**config.mk**
```make
export PLATFORM = sky130hd
export DESIGN_NAME = xor_cipher_key_sequencer_flat
export DESIGN_NICKNAME = d
export VERILOG_FILES = /design/src/rtl/xor_cipher_key_sequencer_if.sv /design/src/rtl/xor_cipher_key_sequencer.sv /design/src/flat_wrapper.sv
export SDC_FILE = /design/constraint.sdc
export NUM_CORES = 1
export LEC_CHECK = 0
export CORE_ASPECT_RATIO = 1.4
export CORE_MARGIN = 2
export CORE_UTILIZATION = 60
export CTS_CLUSTER_DIAMETER = 50
export DETAILED_ROUTE_END_ITERATION = 10
export HOLD_SLACK_MARGIN = 0.02
export PLACE_DENSITY = 0.81
export SLEW_MARGIN = 0
export SYNTH_ARGS = -nofsm -noshare
export SYNTH_HDL_FRONTEND = slang
export SYNTH_SLANG_ARGS = --single-unit
```
**constraint.sdc**
```tcl
create_clock -name clk -period 4.45 [get_ports clk]
set_input_delay 1.1125 -clock clk [delete_from_list [all_inputs] [get_ports clk]]
set_output_delay 1.1125 -clock clk [all_outputs]
set_load 0.05 [all_outputs]
```
**src/rtl/xor_cipher_key_sequencer_if.sv**
```systemverilog
// Key-load and cipher-chain bundle for xor_cipher_key_sequencer.
// The sequencer uses the slave modport; the key source / cipher side uses master.
interface xor_cipher_key_sequencer_if;
    logic [7:0] key_byte;
    logic       key_valid;
    logic       key_ready;
    logic       tx_req;
    logic       rx_req;
    logic       cfg_o;
    logic       cfg_en;
    logic       cfg_i;
    logic       tx_en;
    logic       rx_en;
    logic       key_ok;
    logic       busy;
    logic       err;

    modport master (
        output key_byte, key_valid, tx_req, rx_req, cfg_o,
        input  key_ready, cfg_en, cfg_i, tx_en, rx_en, key_ok, busy, err
    );

    modport slave (
        input  key_byte, key_valid, tx_req, rx_req, cfg_o,
        output key_ready, cfg_en, cfg_i, tx_en, rx_en, key_ok, busy, err
    );
endinterface

```
**src/rtl/xor_cipher_key_sequencer.sv**
```systemverilog
// Collects an M-bit key bytewise and shifts it MSB-first into the cipher config chain.
// Build option KEY_SEQ_VERIFY_EN adds a readback pass that checks the chain contents.
module xor_cipher_key_sequencer #(
    parameter int M = 32
) (
    input logic                       clk,
    input logic                       rst_n,
    xor_cipher_key_sequencer_if.slave bus
);
    localparam int NB = M / 8;
    localparam int CW = $clog2(M) + 1;
    localparam int IW = $clog2(M);
    localparam int BW = $clog2(NB) + 1;

`ifdef KEY_SEQ_VERIFY_EN
    typedef enum logic [2:0] {
        IDLE = 3'd0, COLLECT = 3'd1, SHIFT = 3'd2, RUN = 3'd3, VERIFY = 3'd4, ERROR = 3'd5
    } state_t;
`else
    typedef enum logic [2:0] {
        IDLE = 3'd0, COLLECT = 3'd1, SHIFT = 3'd2, RUN = 3'd3
    } state_t;
`endif

    state_t          state_q, state_d;
    logic [BW-1:0]   bcnt_q, bcnt_d;
    logic [CW-1:0]   cnt_q, cnt_d;
    logic [M-1:0]    key_q, key_d;
    logic            cfg_en_q, cfg_i_q, key_ok_q, key_ready_q, busy_q;
    logic            accept_s, last_bit_s, busy_d_s;
    logic [BW-1:0]   nb_next_s;
    logic [IW-1:0]   idx_q_s, idx_d_s;
`ifdef KEY_SEQ_VERIFY_EN
    logic            mis_q, mis_d, err_q, bit_mis_s;
`else
    logic            unused_cfg_o_s;
`endif

    // Bit position of the key currently on the chain: counter k selects key[M-1-k].
    assign idx_q_s = IW'(M - 1) - cnt_q[IW-1:0];
    assign idx_d_s = IW'(M - 1) - cnt_d[IW-1:0];

`ifdef KEY_SEQ_VERIFY_EN
    assign busy_d_s = (state_d == SHIFT) || (state_d == VERIFY);
`else
    assign busy_d_s = (state_d == SHIFT);
`endif

    // Next-state logic: byte intake, shift pass and optional readback pass.
    always_comb begin
        accept_s   = bus.key_valid && key_ready_q;
        nb_next_s  = ((state_q == COLLECT) ? bcnt_q : {BW{1'b0}}) + BW'(1);
        last_bit_s = (cnt_q == CW'(M - 1));
        state_d    = state_q;
        bcnt_d     = bcnt_q;
        cnt_d      = cnt_q;
        key_d      = key_q;
`ifdef KEY_SEQ_VERIFY_EN
        mis_d      = mis_q;
        bit_mis_s  = 1'b0;
`endif
        if (accept_s) begin
            key_d = M'({key_q, bus.key_byte});
            if (nb_next_s == BW'(NB)) begin
                state_d = SHIFT;
                bcnt_d  = {BW{1'b0}};
                cnt_d   = {CW{1'b0}};
`ifdef KEY_SEQ_VERIFY_EN
                mis_d   = 1'b0;
`endif
            end else begin
                state_d = COLLECT;
                bcnt_d  = nb_next_s;
            end
        end else begin
            case (state_q)
                SHIFT: begin
                    if (last_bit_s) begin
                        cnt_d   = {CW{1'b0}};
`ifdef KEY_SEQ_VERIFY_EN
                        state_d = VERIFY;
`else
                        state_d = RUN;
`endif
                    end else begin
                        cnt_d = cnt_q + CW'(1);
                    end
                end
`ifdef KEY_SEQ_VERIFY_EN
                VERIFY: begin
                    // Chain MSB in readback cycle k must equal the bit sent in shift cycle k.
                    bit_mis_s = (bus.cfg_o != key_q[idx_q_s]);
                    mis_d     = mis_q | bit_mis_s;
                    if (last_bit_s) begin
                        cnt_d   = {CW{1'b0}};
                        state_d = mis_d ? ERROR : RUN;
                    end else begin
                        cnt_d = cnt_q + CW'(1);
                    end
                end
                ERROR: state_d = ERROR;
`endif
                IDLE, COLLECT, RUN: state_d = state_q;
                default: state_d = IDLE;
            endcase
        end
    end

    // State and registered outputs; outputs are decoded from next state so they align with it.
    always_ff @(posedge clk or negedge rst_n) begin
        if (!rst_n) begin
            state_q     <= IDLE;
            bcnt_q      <= {BW{1'b0}};
            cnt_q       <= {CW{1'b0}};
            key_q       <= {M{1'b0}};
            cfg_en_q    <= 1'b0;
            cfg_i_q     <= 1'b0;
            key_ok_q    <= 1'b0;
            key_ready_q <= 1'b1;
            busy_q      <= 1'b0;
`ifdef KEY_SEQ_VERIFY_EN
            mis_q       <= 1'b0;
            err_q       <= 1'b0;
`endif
        end else begin
            state_q     <= state_d;
            bcnt_q      <= bcnt_d;
            cnt_q       <= cnt_d;
            key_q       <= key_d;
            cfg_en_q    <= busy_d_s;
            cfg_i_q     <= busy_d_s ? key_d[idx_d_s] : 1'b0;
            key_ok_q    <= (state_q == RUN) && (state_d == RUN);
            key_ready_q <= !busy_d_s;
            busy_q      <= busy_d_s;
`ifdef KEY_SEQ_VERIFY_EN
            mis_q       <= mis_d;
            err_q       <= (state_d == ERROR);
`endif
        end
    end

    assign bus.key_ready = key_ready_q;
    assign bus.cfg_en    = cfg_en_q;
    assign bus.cfg_i     = cfg_i_q;
    assign bus.key_ok    = key_ok_q;
    assign bus.busy      = busy_q;
    assign bus.tx_en     = bus.tx_req & key_ok_q;
    assign bus.rx_en     = bus.rx_req & key_ok_q;
`ifdef KEY_SEQ_VERIFY_EN
    assign bus.err       = err_q;
`else
    assign bus.err       = 1'b0;
    assign unused_cfg_o_s = bus.cfg_o;
`endif
endmodule

```
**src/flat_wrapper.sv**
```systemverilog
// flat-port wrapper written by rule: the top's interface ports become plain ports
module xor_cipher_key_sequencer_flat 
#(
    parameter int M = 32
)
  (clk, rst_n, bus_key_byte, bus_key_valid, bus_tx_req, bus_rx_req, bus_cfg_o, bus_key_ready, bus_cfg_en, bus_cfg_i, bus_tx_en, bus_rx_en, bus_key_ok, bus_busy, bus_err);
  xor_cipher_key_sequencer_if bus_i ();
  input logic clk;
  input logic rst_n;
  input wire logic [$bits(bus_i.key_byte)-1:0] bus_key_byte;
  input wire logic [$bits(bus_i.key_valid)-1:0] bus_key_valid;
  input wire logic [$bits(bus_i.tx_req)-1:0] bus_tx_req;
  input wire logic [$bits(bus_i.rx_req)-1:0] bus_rx_req;
  input wire logic [$bits(bus_i.cfg_o)-1:0] bus_cfg_o;
  output wire logic [$bits(bus_i.key_ready)-1:0] bus_key_ready;
  output wire logic [$bits(bus_i.cfg_en)-1:0] bus_cfg_en;
  output wire logic [$bits(bus_i.cfg_i)-1:0] bus_cfg_i;
  output wire logic [$bits(bus_i.tx_en)-1:0] bus_tx_en;
  output wire logic [$bits(bus_i.rx_en)-1:0] bus_rx_en;
  output wire logic [$bits(bus_i.key_ok)-1:0] bus_key_ok;
  output wire logic [$bits(bus_i.busy)-1:0] bus_busy;
  output wire logic [$bits(bus_i.err)-1:0] bus_err;
  assign bus_i.key_byte = bus_key_byte;
  assign bus_i.key_valid = bus_key_valid;
  assign bus_i.tx_req = bus_tx_req;
  assign bus_i.rx_req = bus_rx_req;
  assign bus_i.cfg_o = bus_cfg_o;
  assign bus_key_ready = bus_i.key_ready;
  assign bus_cfg_en = bus_i.cfg_en;
  assign bus_cfg_i = bus_i.cfg_i;
  assign bus_tx_en = bus_i.tx_en;
  assign bus_rx_en = bus_i.rx_en;
  assign bus_key_ok = bus_i.key_ok;
  assign bus_busy = bus_i.busy;
  assign bus_err = bus_i.err;
  xor_cipher_key_sequencer #(.M(M)) u_core (.clk(clk), .rst_n(rst_n), .bus(bus_i));
endmodule
```
Yosys cells after proc, flatten, opt, wreduce, memory -nomap -nowiden
Index checks and enable logic that the tools add are counted.
{"block": "op_classes", "multipliers": 0, "order_cmp": 1, "muxes": 14, "eq_ne": 8, "bitwise": 2, "reduce_logical": 7, "shift": 0, "n_addsub": 3, "n_div": 0}
{"operator": "2-to-1 mux 32 bit", "count": 1}
{"operator": "2-to-1 mux 6 bit", "count": 4}
{"operator": "equality test 3 x 2 -> 1 bit (second input constant)", "count": 4}
{"operator": "2-to-1 mux 3 bit", "count": 4}
{"operator": "adder 6 x 1 -> 6 bit (second input constant)", "count": 1}
{"operator": "equality test 6 x 5 -> 1 bit (second input constant)", "count": 1}
{"operator": "< comparator 5 x 6 -> 1 bit (second input constant)", "count": 1}
{"operator": "one-hot mux 3 bit (2 select lines)", "count": 1}
{"operator": "binary-select mux 1 bit (select 5 bit)", "count": 1}
{"operator": "subtractor 5 bit (first input constant)", "count": 1}
{"operator": "adder 3 x 1 -> 3 bit (second input constant)", "count": 1}
{"operator": "equality test 3 x 1 -> 1 bit (second input constant)", "count": 1}
{"operator": "equality test 3 bit (second input constant)", "count": 1}
{"operator": "zero test 3 bit", "count": 1}
{"operator": "OR reduction 3 bit", "count": 1}
{"operator": "bitwise AND 1 bit", "count": 2}
{"operator": "logical AND 1 bit", "count": 2}
{"operator": "2-to-1 mux 1 bit", "count": 2}
{"operator": "2-to-1 mux 2 bit", "count": 1}
{"operator": "inequality test 2 bit (second input constant)", "count": 1}
{"operator": "AND reduction 2 bit", "count": 1}
{"operator": "nonzero test 2 bit", "count": 1}
{"operator": "zero test 1 bit", "count": 1}
{"block": "totals", "mem_count": 0, "latchBits": 0, "out_inout_bits": 8, "inputBits": 14, "mem_bits_ro": 0, "reg_bits": 48, "word_cells": 44, "ram_bits": 0}

Depth between registers and ports, before layout
Gate-level depths: netlist (run 1).
{"block": "logic_depth", "ltp_word": 10, "ltp_mapped": 14, "ltp_nobuf": 13}

Least setup slack after synthesis (run 1)
OpenSTA, ideal clock, no wires.
{"block": "synth_path", "path_type": "input to register", "from": "in bus_key_valid", "to": "reg u_core.cfg_i_q (netlist: u_core.bus.cfg_i)", "arrival_time_ns": 2.878, "path_stages": 11, "path_slack_ns": 1.499, "t_required_ns": 4.377, "path_cell_list": "nand2_1 clkbuf_1 clkbuf_1 clkbuf_1 nand2_1 nand2_1 mux2i_1 o21ai_1 o22ai_1 or3b_1 a21oi_2"}
{"block": "synth_via", "elab_cells_between_ends": 9, "cone_classes": "add/sub: 1; eq/ne: 1; mux: 6; reduce/logical: 1"}
{"element": "start: declaration", "line_no": "flat_wrapper.sv:11", "rtl": "input wire logic [$bits(bus_i.key_valid)-1:0] bus_key_valid;"}
{"element": "logical AND 1 bit", "line_no": "xor_cipher_key_sequencer.sv:51", "rtl": "accept_s = bus.key_valid && key_ready_q;"}
{"element": "2-to-1 mux 32 bit", "line_no": "xor_cipher_key_sequencer.sv:62", "rtl": "if (accept_s) begin"}
{"element": "via u_core.key_d[24]", "line_no": "xor_cipher_key_sequencer.sv:28", "rtl": "logic [M-1:0] key_q, key_d;"}
{"element": "binary-select mux 1 bit (select 5 bit)", "line_no": "xor_cipher_key_sequencer.sv:131", "rtl": "cfg_i_q <= busy_d_s ? key_d[idx_d_s] : 1'b0;"}
{"element": "2-to-1 mux 1 bit (not written as such)", "line_no": "xor_cipher_key_sequencer.sv:131"}
{"element": "2-to-1 mux 1 bit", "line_no": "xor_cipher_key_sequencer.sv:131"}
{"element": "end signal: assignment", "line_no": "xor_cipher_key_sequencer.sv:131"}
{"element": "end: declaration", "line_no": "xor_cipher_key_sequencer.sv:29", "rtl": "logic cfg_en_q, cfg_i_q, key_ok_q, key_ready_q, busy_q;"}
The timed path passes the listed nets, and every way through them passes these cells. The select of a mux whose other input is x is not followed.
A chain may end at the register's enable or synchronous reset.

Worst setup path in the final report (run 1)
{"block": "layout_path", "from": "in bus_key_valid", "to": "reg u_core.cfg_i_q (netlist: u_core.bus.cfg_i)"}
{"block": "layout_via", "elab_chain_cells": 6, "elab_cells_between_ends": 9, "cone_classes": "add/sub: 1; eq/ne: 1; mux: 6; reduce/logical: 1"}
{"element": "logical AND 1 bit (*)", "line_no": "xor_cipher_key_sequencer.sv:51"}
{"element": "2-to-1 mux 6 bit", "line_no": "xor_cipher_key_sequencer.sv:62"}
{"element": "subtractor 5 bit", "line_no": "xor_cipher_key_sequencer.sv:41", "rtl": "assign idx_d_s = IW'(M - 1) - cnt_d[IW-1:0];"}
{"element": "binary-select mux 1 bit (select 5 bit)", "line_no": "xor_cipher_key_sequencer.sv:131"}
{"element": "2-to-1 mux 1 bit (not written as such)", "line_no": "xor_cipher_key_sequencer.sv:131"}
{"element": "2-to-1 mux 1 bit (*)", "line_no": "xor_cipher_key_sequencer.sv:131"}
Mark *: on every way between the ends. The rest lies on a longest branch, timed or not. The select of a mux whose other input is x is not followed.

==> results of run 1 <==
through the flow:
step	std cells	cell area [µm²]	total power [mW]
after global routing	331	2700	0.934
after CTS	331	2700	0.903
after detailed placement	325	2600	0.607
after floorplan	271	2410	0.566
after global placement	325	2600	0.602
final	331	2700	0.893
registers in the layout (all words and copies together) (netlist names):
name,count
u_core.bus.key_ready,1
u_core.bus.cfg_en,1
u_core.key_q,32
u_core.bcnt_q,3
u_core.bus.key_ok,1
u_core.state_q,3
u_core.bus.cfg_i,1
u_core.cnt_q,6
cells in the final DEF (no fill, tap or decap), types with 4 or more instances in the layout:
master           Yosys  routed
clkbuf_8             0       5
nand2_1            113     113
dfrtp_1             47      47
clkdlybuf4s50_1      0      18
nand3_1              4       4
and2_1               5       5
mux2i_1             10      10
nor2_1              10      10
nand4_1              4       4
o21ai_0              7       7
inv_1                5       5
buf_4                3       5
area by class of cell:
| class | instances | area (µm²) | share of cell area (%) |
|---|---|---|---|
| timing repair buffer | 24 | 223 | 8.24 |
| clock inverter | 1 | 30.0 | 1.11 |
| inverter | 7 | 27.5 | 1.02 |
| clock buffer | 5 | 68.8 | 2.55 |
| multi-input combinational | 203 | 1100 | 40.6 |
| sequential | 48 | 1200 | 44.5 |
| tap | 43 | 53.8 | 1.99 |
layer usage:
| metal | vias to the layer above | track usage [%] | share of wire [%] |
|---|---|---|---|
| met3 | 12 | 3.26 | 3.3 |
| met5 | - | 0 | 0 |
| li1 | 923 | - | - |
| met4 | 0 | 10.9 | 2.8 |
| met2 | 41 | 39.7 | 51 |
| met1 | 913 | 27.0 | 43 |
power by group through the flow:
stage	Combinational (mW)	Clock, mW	Sequential [mW]
3_3_place_gp	0.105	0	0.497
3_5_place_dp	0.108	0	0.499
5_1_grt	0.123	0.317	0.494
2_1_floorplan	0.0719	0	0.494
4_1_cts	0.109	0.304	0.490
6_report	0.107	0.296	0.490
logic make-up (layout without fill, tap and decap cells):
kind of cell	count (synthesis)	count (layout)	share of synthesized area, %
simple gates	154	154	27.8
flops	48	48	49.9
compound gates	28	28	8.78
buf+inv	20	37	4.67
mux	14	14	6.34
fa+ha+maj	3	3	1.56
xor+xnor	2	2	0.727
other cells	1	2	0.156
critical path: stages:
cell             delay [ns]
clkdlybuf4s50_1        0.52
and2_1                 0.38
and3_1                 0.30
or2_1                  0.57
mux2_4                 0.29
a221oi_2               0.06
o21ai_1                0.16
or3b_1                 0.37
a21oi_2                0.14
path summary, 6_finish.rpt:
| check | start | end | cells after the start |
|---|---|---|---|
| max | bus_key_valid | u_core.bus.cfg_i$_DFF_PN0_ | 9 |
| min | u_core.key_q[27]$_DFF_PN0_ | u_core.key_q[27]$_DFF_PN0_ | 2 |
| min reg2reg | u_core.key_q[27]$_DFF_PN0_ | u_core.key_q[27]$_DFF_PN0_ | 2 |
| min in group asynchronous | rst_n | u_core.bus.cfg_i$_DFF_PN0_ | 1 |
| max in group asynchronous | rst_n | u_core.state_q[0]$_DFF_PN0_ | 1 |
| max reg2reg | u_core.state_q[1]$_DFF_PN0_ | u_core.bus.cfg_i$_DFF_PN0_ | 12 |
==> flow_summary_export.csv, run 1 <==
group,metric,value,unit
run_status,status,"completed",
cells_and_area,final_core_util,69.6,%
global_routing,grt-ovfl-total,0,
synthesis,synth_common_cells,"nand2_1 (113), dfrtp_1 (47), mux2i_1 (10), nor2_1 (10)",
timing,setup_ws,0.768,ns
power,power_density,330,nW/µm²
floorplanning,die_h,79.0,µm
worst_setup_path,path_class,"in -> reg",
clocking,cts_num_sinks,48,
place,place_congestion,0.805,
floorplanning,rows,27,
synthesis,synthMostInstantiatedCell,"nand2_1",
synthesis,async_flop_share,100,%
synthesis,synth_area_per_cell,8.92,µm²
route,drtAntennaViolNets,0,
route,vias,1889,
timing,fmax,0.272,GHz
power,internal_power,0.677,mW
timing,finalSetupViolCount,0,
flow_run,cap_violations,0,
timing,rsz0062_at_grt,"no",
global_routing,antenna_found_initial,0,
cells_and_area,drive_gt1_share,8.33,%
timing,slew_headroom,30.5,%
synthesis,ys_types,47,
timing,holdWs,0.481,ns
route,wl,4480,µm
route,dr.pass1.iters,4,
floorplanning,fp.dieW,57.5,µm
route,wl_per_cell,13.5,µm
synthesis,mappedNetlistArea,2410,µm²
synthesis,synth_top_area_share,48.8,%
route,avgViaCountPerCell,5.71,
synthesis,syn_inst,270,
floorplanning,pin_count,22,
route,drtIter0Drc,88,
place,dpl.hpwl,3230,µm
floorplanning,core,3880,µm²
synthesis,ys_seq_area_share,49.9,%
synthesis,yosysTopAreaCell,"dfrtp_1",
global_routing,grt_pass1_wl,8070,µm
clocking,cts-root-buf,"clkbuf_8",
synthesis,synth.area.top_cells,"dfrtp_1 (49%), nand2_1 (18%), mux2i_1 (4.2%)",
timing,period_needed,3.68,ns
synthesis,synth_edf_count,0,
min_path,hold_path.class,"reg -> reg",
timing,fin_crit_sh,82.7,%
clocking,clk_latency,0.30,ns
worst_setup_path,rrSetupSlack,1.24,ns
worst_setup_path,critical_path_required,4.68,ns
timing,slew_viol_final,0,
worst_setup_path,critPathMaxFanout,14,
cells_and_area,fill_cells,294,
floorplanning,start_util,62.0,%
clocking,holdBufCountCts,0,
worst_setup_path,cp.arrival,3.91,ns
cells_and_area,final_nets,306,
floorplanning,dieArea,4540,µm²
clocking,htreeDepth,2,
power,seq_power_share,54.9,%
synthesis,ys_warn_count,0,
power,p_sw_share,24.2,%
cells_and_area,antenna_cells,0,
clocking,cts_setup_buffers,0,
clocking,post_cts_resized,0,
route,route.detailed.drc,0,
power,peakVddDrop,0.297,mV
place,post-place-ws,0.465,ns
global_routing,grt_max_degree,49,
clocking,path_clk_slew,0.08,ns
worst_setup_path,setup.worst_path.start_class,"primary input",
timing,fin_setup_tns,0,ns
place,io_buffers,19,
timing,tightest_slew,1.04,ns
worst_setup_path,worstSetupEndpointType,"flip-flop",
clocking,clk_path_buf_depth,2,
clocking,cts_made_buffers,5,
power,p_sw,0.216,mW
cells_and_area,area_delta_synth_final,12.2,%
global_routing,gr-usage-all-layers,22.7,%
power,leakage,1.32,nW
synthesis,synth_seq_cells,48,
global_routing,grt_pass1_vias,1925,
clocking,cts_tree,"yes",
power,clkPwrFrac,33.1,%
power,combPwrFrac,12.0,%
timing,finClkSkew,0.00658,ns
synthesis,synthFlopType,"dfrtp_1",
timing,finalHoldViolations,0,
Power figures use the tool's default switching activity.
==> run 2, diff against run 1 <==
Settings changed: CORE_UTILIZATION 60 to 57, PLACE_DENSITY 0.81 to 0.77.
Clock period 4.45 ns to 3.8 ns, I/O delays scaled along.
==> flow_summary_export.csv, run 2 (synthesis results as in run 1) <==
group,metric,value,unit
run_status,status,"complete, but fails checks",
run_status,violations,"DRC",
power,leakage,1.34,nW
cells_and_area,regMostFlops,"u_core.key_q",
route,avgViaCountPerCell,5.44,
worst_setup_path,worstSetupEndpointType,"output pin",
power,seq_power_share,52.3,%
floorplanning,fp.dieW,58.9,µm
global_routing,grt_pass1_vias,1794,
cells_and_area,mostFrequentLayoutCell,"nand2_1",
timing,fin_crit_sh,85.8,%
global_routing,grt-ovfl-total,0,
worst_setup_path,critical_path_required,2.85,ns
cells_and_area,final_nets,306,
timing,fmax,0.307,GHz
timing,rsz0062_at_grt,"no",
place,place_congestion,0.738,
cells_and_area,largest_reg_flops,32,
worst_setup_path,critPathMaxFanout,1,
min_path,hold_path_startpoint,"u_core.bcnt_q[1]$_DFFE_PN0P_",
floorplanning,die_h,80.9,µm
floorplanning,rows,28,
route,dr.pass1.iters,7,
global_routing,antenna_found_initial,0,
global_routing,grt_pass1_wl,7980,µm
timing,period_needed,3.26,ns
timing,finClkSkew,0.00750,ns
flow_run,cap_violations,0,
clocking,holdBufCountCts,0,
timing,slew_viol_final,0,
timing,slew_headroom,32.1,%
clocking,path_clk_slew,0.09,ns
cells_and_area,antenna_cells,0,
cells_and_area,final_cell_area,2750,µm²
power,internal_power,0.837,mW
global_routing,gr-usage-all-layers,21.9,%
power,combPwrFrac,11.4,%
power,power_density,399,nW/µm²
floorplanning,dieArea,4770,µm²
floorplanning,start_util,58.3,%
cells_and_area,drive_gt1_share,8.97,%
power,peakVddDrop,0.338,mV
place,placed_cell_area,2620,µm²
route,wl_per_cell,13.6,µm
worst_setup_path,setup.worst_path.start_class,"primary input",
power,p_sw_share,23.7,%
worst_setup_path,rrSetupSlack,0.72,ns
worst_setup_path,r2r_end,"u_core.bus.cfg_i$_DFF_PN0_",
timing,finalSetupViolCount,0,
place,dpl.hpwl,3170,µm
route,drtIter0Drc,53,
timing,fin_setup_tns,0,ns
route,drtAntennaViolNets,0,
timing,tightest_slew,1.02,ns
worst_setup_path,rr_worst_depth,13,
min_path,hold_path_depth,2,
worst_setup_path,cp.arrival,2.31,ns
clocking,cts_setup_buffers,0,
timing,finalHoldViolations,0,
worst_setup_path,path_class,"in -> out",
clocking,cts_made_buffers,5,
clocking,post_cts_resized,0,
cells_and_area,layout_common_cells,"nand2_1 (113), dfrtp_1 (47), clkdlybuf4s50_1 (18)",
clocking,cts_tree,"yes",
route,wl,4550,µm
route,vias,1821,
cells_and_area,area_delta_synth_final,14.0,%
route,route.detailed.drc,2,
min_path,hold_path.class,"reg -> reg",
power,clkPwrFrac,36.2,%
clocking,cts-root-buf,"clkbuf_8",
worst_setup_path,worstReg2RegStart,"u_core.state_q[1]$_DFF_PN0_",
clocking,clk_latency,0.29,ns
cells_and_area,largestRegisters,"u_core.key_q x32, u_core.cnt_q x6",
power,p_sw,0.260,mW
floorplanning,pin_count,22,
floorplanning,core,4130,µm²
clocking,clk_path_buf_depth,2,
place,io_buffers,19,
min_path,min_to,"u_core.bcnt_q[1]$_DFFE_PN0P_",
global_routing,grt_max_degree,49,
clocking,htreeDepth,2,
clocking,cts_num_sinks,48,
-- run 2: cell types whose count changed in the layout (fill, tap and decap cells not counted), sizes merged --
cell	change
clkbuf	+2
-- run 2: worst max path at each step --
| stage | startpoint | end |
|---|---|---|
| finish | bus_rx_req | bus_rx_en |
| global route | bus_key_valid | u_core.bus.cfg_i$_DFF_PN0_ |
| CTS | bus_rx_req | bus_rx_en |
| detailed placement | bus_key_valid | u_core.bus.cfg_i$_DFF_PN0_ |
| global placement | bus_key_valid | u_core.bus.cfg_i$_DFF_PN0_ |
| floorplan | bus_key_valid | u_core.bus.cfg_i$_DFF_PN0_ |
-- run 2: routing by layer --
metal | track usage, % | up-vias | wire [µm]
li1 | - | 933 | -
met1 | 26.4 | 859 | 1940
met2 | 39.7 | 27 | 2460
met3 | 3.82 | 2 | 121
met4 | 5.45 | 0 | 27
met5 | 0 | - | 0
-- run 2: layout make-up --
class,count,area (µm²)
multi-input combinational,203,1100
clock inverter,1,30.0
clock buffer,7,96.3
fill,348,1390
inverter,7,27.5
tap,45,56.3
timing repair buffer,24,235
sequential,48,1200
-- run 2: power by group through the flow --
| stage | clock network (mW) | registers (mW) | logic, mW |
|---|---|---|---|
| global route | 0.426 | 0.579 | 0.144 |
| global placement | 0 | 0.582 | 0.124 |
| finish | 0.397 | 0.574 | 0.125 |
| CTS | 0.402 | 0.574 | 0.128 |
| floorplan | 0 | 0.579 | 0.0842 |
| detailed placement | 0 | 0.584 | 0.127 |
-- run 2: stage by stage --
stage	instances	hold WS, ns	total power, mW	util [%]	setup WS (ns)
after floorplan	271	0.433	0.663	-	1.01
after global placement	327	0.449	0.706	63.3	0.396
after detailed placement	327	0.458	0.711	63.3	0.357
after CTS	335	0.480	1.10	66.4	0.532
after global routing	335	0.510	1.15	66.4	0.467
final	335	0.476	1.10	66.4	0.538
-- run 2: critical path, stage by stage --
cell and delay [ns]:
clkdlybuf4s50_1 0.45, and2_1 0.12, clkdlybuf4s50_1 0.79
